## config.mk

```make
export PLATFORM = sky130hd
export DESIGN_NAME = pc_fetch_stage
export DESIGN_NICKNAME = d
export VERILOG_FILES = /design/src/rtl/pc_fetch_stage.sv
export SDC_FILE = /design/constraint.sdc
export NUM_CORES = 1
export LEC_CHECK = 0
export ABC_AREA = 1
export CAP_MARGIN = 40
export CORE_MARGIN = 1
export CORE_UTILIZATION = 37
export DETAILED_ROUTE_END_ITERATION = 8
export GPL_TIMING_DRIVEN = 0
export PLACE_DENSITY = 0.75
export SLEW_MARGIN = 0
export SYNTH_ARGS = -nofsm -noshare
export SYNTH_HDL_FRONTEND = slang
export SYNTH_SLANG_ARGS = --single-unit
```

## constraint.sdc

```tcl
create_clock -name Clk -period 1.7 [get_ports Clk]
set_input_delay 0.425 -clock Clk [delete_from_list [all_inputs] [get_ports Clk]]
set_output_delay 0.425 -clock Clk [all_outputs]
set_load 0.01 [all_outputs]
```

## src/rtl/pc_fetch_stage.sv

```systemverilog
// rtl/pc_fetch_stage.sv - IF stage: PC register, next-PC select and IF/ID pipeline register
module pc_fetch_stage #(
    parameter logic [31:0] RESET_PC = 32'h0000_0000,
    parameter int unsigned PC_INC   = 4
) (
    input  logic        Clk,
    input  logic        Reset,
    input  logic        Stall,
    input  logic        BranchTaken,
    input  logic [31:0] BranchTarget,
    input  logic        Jump,
    input  logic [31:0] JumpTarget,
    input  logic [31:0] Instruction,
    output logic [31:0] PCResult,
    output logic [31:0] PCAddResult,
    output logic [31:0] IFID_Instruction,
    output logic [31:0] IFID_PCAddResult,
    output logic        IFID_Valid
);

    localparam logic [1:0] ST_BOOT     = 2'd0;
    localparam logic [1:0] ST_RUN      = 2'd1;
    localparam logic [1:0] ST_REDIRECT = 2'd2;

    localparam logic [31:0] PC_STEP = 32'(PC_INC);

    logic [1:0]  state;
    logic        redirect;
    logic [31:0] redirect_pc;
    logic        hold;

    assign PCAddResult = PCResult + PC_STEP;

    // Jump outranks a simultaneous taken branch; a redirect also beats Stall
    // since the stalled instruction is on the wrong path.
    always_comb begin
        redirect    = Jump | BranchTaken;
        redirect_pc = Jump ? JumpTarget : BranchTarget;
        hold        = Stall && (state != ST_BOOT);
    end

    always_ff @(posedge Clk) begin
        if (!Reset) begin
            PCResult         <= RESET_PC;
            IFID_Instruction <= 32'h0;
            IFID_PCAddResult <= 32'h0;
            IFID_Valid       <= 1'b0;
            state            <= ST_BOOT;
        end else if (redirect) begin
            PCResult         <= redirect_pc;
            IFID_Instruction <= 32'h0;
            IFID_PCAddResult <= 32'h0;
            IFID_Valid       <= 1'b0;
            state            <= ST_REDIRECT;
        end else if (!hold) begin
            PCResult         <= PCAddResult;
            IFID_Instruction <= Instruction;
            IFID_PCAddResult <= PCAddResult;
            IFID_Valid       <= 1'b1;
            state            <= ST_RUN;
        end
    end

endmodule

```

==> summary.txt <==
status: finished, violations left
failing checks: setup timing
Max Freq: 441 MHz
Starting Density: 38.5%
worst setup margin: -0.570 ns
row count: 40
Seq cells post-synth: 98
Final Max Slew Viols: 0
WHS Path Cells: 2
latest clock arrival within the worst-skew pair: 0.36 ns
post-route cell area: 8960 um2
Required @ worst endpoint: 1.27 ns
Hold Path Class: flip-flop to flip-flop
grt ovf: 0
Peak VDD IR: 0.685 mV
area of the multi-input gates: 2940 um2
Clock Pin Slew Worst Setup and Hold Paths: 0.07 ns
Syn Std Cell Area: 4710 um2
Final Setup Violations: 36
Seq. cell area: 2060 um2
r2r startpoint: PCResult[2]
RePlAce Congestion: 0.929
nets: 1,015
Yosys cell types: 44
drt wl/cell: 18.7 um
share of cells above drive strength 1: 34.9%
cts bufs inserted: 9
initial antenna violation count: 0
first-pass GRT wire length: 28,900 um
initial drt markers: 444
Final Hold Vio Count: 0
vias per cell: 5.19
Area Growth Syn to Fin: 90.3%
clk sinks: 98
critical path peak fanout: 4
residual DRC count: 0
Initial DRT Pass Iterations: 5
post-route ant nets: 0
gr usage total: 29.6%
Setup CP Type: flip-flop to primary output
Crit path arrival time: 1.84 ns
Port Buffers: 229
final clock skew: 0.00700 ns
Core Box Area: 12,200 um2
fill count: 912
vias: 5,631
Reg2Reg Depth: 13
Ports: 230
Mean Syn Cell Area: 8.03 um2
post-synth net total: 688
Power Density: 705 nW/um2
CP Launch Type: flip-flop
final WL: 20,300 um
Die W: 115 um
Final min period: 2.27 ns
largest net degree at the start of global routing: 18
CTS tree: done
Hold EP: IFID_PCAddResult[5]
ANT cells: 0
Slew headroom: 60.6%
Die Span Y: 115 um
CTS Hold Bufs: 0
Synth async-reset ratio: 0%
reg-to-reg endpoint: PCResult[26]
Cell Area, Placed: 7250 um2
vias in the first global route: 5,379
Mapped Cells: 586
Root Buffer: clkbuf_16
Hold Startpoint: IFID_PCAddResult[5]
dpl hpwl: 14,200 um
CTS H-tree lvls: 3
Post-synth EDFFs: 0
period utilization: 134%
worst slew pin tran: 0.591 ns
die area: 13,200 um2
Max Cap Violations: 0
final setup TNS: -12.34 ns
kind of end point of the critical path: primary output
CTS Buffer Depth: 2
predominant post-synthesis flop cell: dfxtp_1
RSZ-0062 raised after global routing: true
YS warnings: 0
reg2reg setup slack: -0.14 ns
sequential share of the synthesized area: 41.7%
Hold WS: 0.448 ns
leakage power: 4.31 nW
-- how the worst max path moves through the flow --
stage / start / to / slack, ns
floorplan: PCResult[2] / PCAddResult[30] / -0.05
global placement: PCResult[20] / PCAddResult[30] / -0.90
detailed placement: PCResult[18] / PCAddResult[30] / -0.86
CTS: PCResult[2] / PCAddResult[30] / -0.56
global route: PCResult[2] / PCAddResult[24] / -0.63
finish: PCResult[2] / PCAddResult[16] / -0.57
-- layout make-up --
class | instances | share of cell area, %
tap | 168 | 2.35
sequential | 98 | 23.0
inverter | 44 | 2.04
multi-input combinational | 414 | 32.8
clock inverter | 7 | 1.12
timing repair buffer | 317 | 34.0
clock buffer | 9 | 2.51
buffer | 29 | 2.26
-- synthesized netlist by cell type (9+ instances only) --
cell,n,area share [%]
o21ai_1,13,1.4
inv_1,36,2.9
o21bai_1,10,1.6
nor2_1,53,4.2
nand3_1,16,1.7
buf_2,10,1.1
dfxtp_1,98,42
o22ai_1,10,1.3
nand2_1,129,10
nor2_4,12,2.9
nand2_2,9,1.2
nand3b_1,11,1.8
a22o_1,35,6.5
a21oi_1,31,3.3
o21ai_0,21,2.2
o221ai_1,14,2.6
-- per-layer routing --
metal  GRT usage, %  wire (um)
met1           37.2       8360
met2           48.7       9800
met3           7.49       1610
met4           12.1        559
met5              0          0
-- repair_timing --
item,4_1_cts,5_1_grt
buffers inserted,51,40
resized for setup,284,123
setup endpoints to repair,157,138
pin swaps,49,54
-- kinds of logic after synthesis --
kind of cell	count (synthesis)	share of synthesized area (%)
AOI/OAI and AO/OA	146	21.3
xor gates and xnor gates	13	2.90
adders and majority gates	1	0.266
buffers and inverters	74	7.55
DFF	98	41.7
muxes	1	0.239
and+or+nand+nor	253	26.0
-- per-stage QoR --
stage / setup WS (ns) / power (mW) / instances / util, %
final: -0.570 / 6.31 / 1086 / 73.4
after global routing: -0.627 / 6.51 / 1086 / 73.4
after CTS: -0.561 / 6.15 / 1050 / 67.8
after detailed placement: -0.857 / 3.81 / 983 / 59.3
after global placement: -0.904 / 3.80 / 983 / 59.3
after floorplan: -0.0509 / 3.06 / 586 / -
-- state kept, by name (all words and copies together), names as in the netlist --
register / flops
IFID_PCAddResult: 32
IFID_Instruction: 32
PCResult: 32
state: 2
-- layout by cell type (no fill, tap or decap), drive strengths merged, types with 3 or more instances in the layout --
cell | synthesis | layout
a21oi | 33 | 33
a22o | 35 | 35
and2 | 3 | 3
buf | 21 | 138
clkbuf | 9 | 17
clkdlybuf4s50 | 0 | 134
dfxtp | 98 | 98
dlygate4sd2 | 0 | 36
dlymetal6s2s | 0 | 28
inv | 43 | 45
nand2 | 140 | 140
nand3 | 18 | 18
nand3b | 11 | 11
nand4 | 4 | 4
nor2 | 71 | 71
nor3 | 5 | 5
o21ai | 35 | 35
o21bai | 11 | 11
o221ai | 14 | 14
o22a | 5 | 5
o22ai | 10 | 10
xnor2 | 4 | 4
xor2 | 9 | 9
-- power by group --
group / internal, mW / switching, mW
combinational: 0.795 / 0.689
sequential: 2.40 / 0.139
clock: 1.30 / 0.983
-- critical path: stages, from the launching register on --
cell     delay [ns]
dfxtp_4        0.39
ha_4           0.16
buf_4          0.11
nand3_4        0.07
nor2_4         0.12
buf_6          0.12
nand3_4        0.07
or2_4          0.26
nand2_4        0.07
buf_6          0.10
No activity file was read; power rests on OpenSTA's default activity.
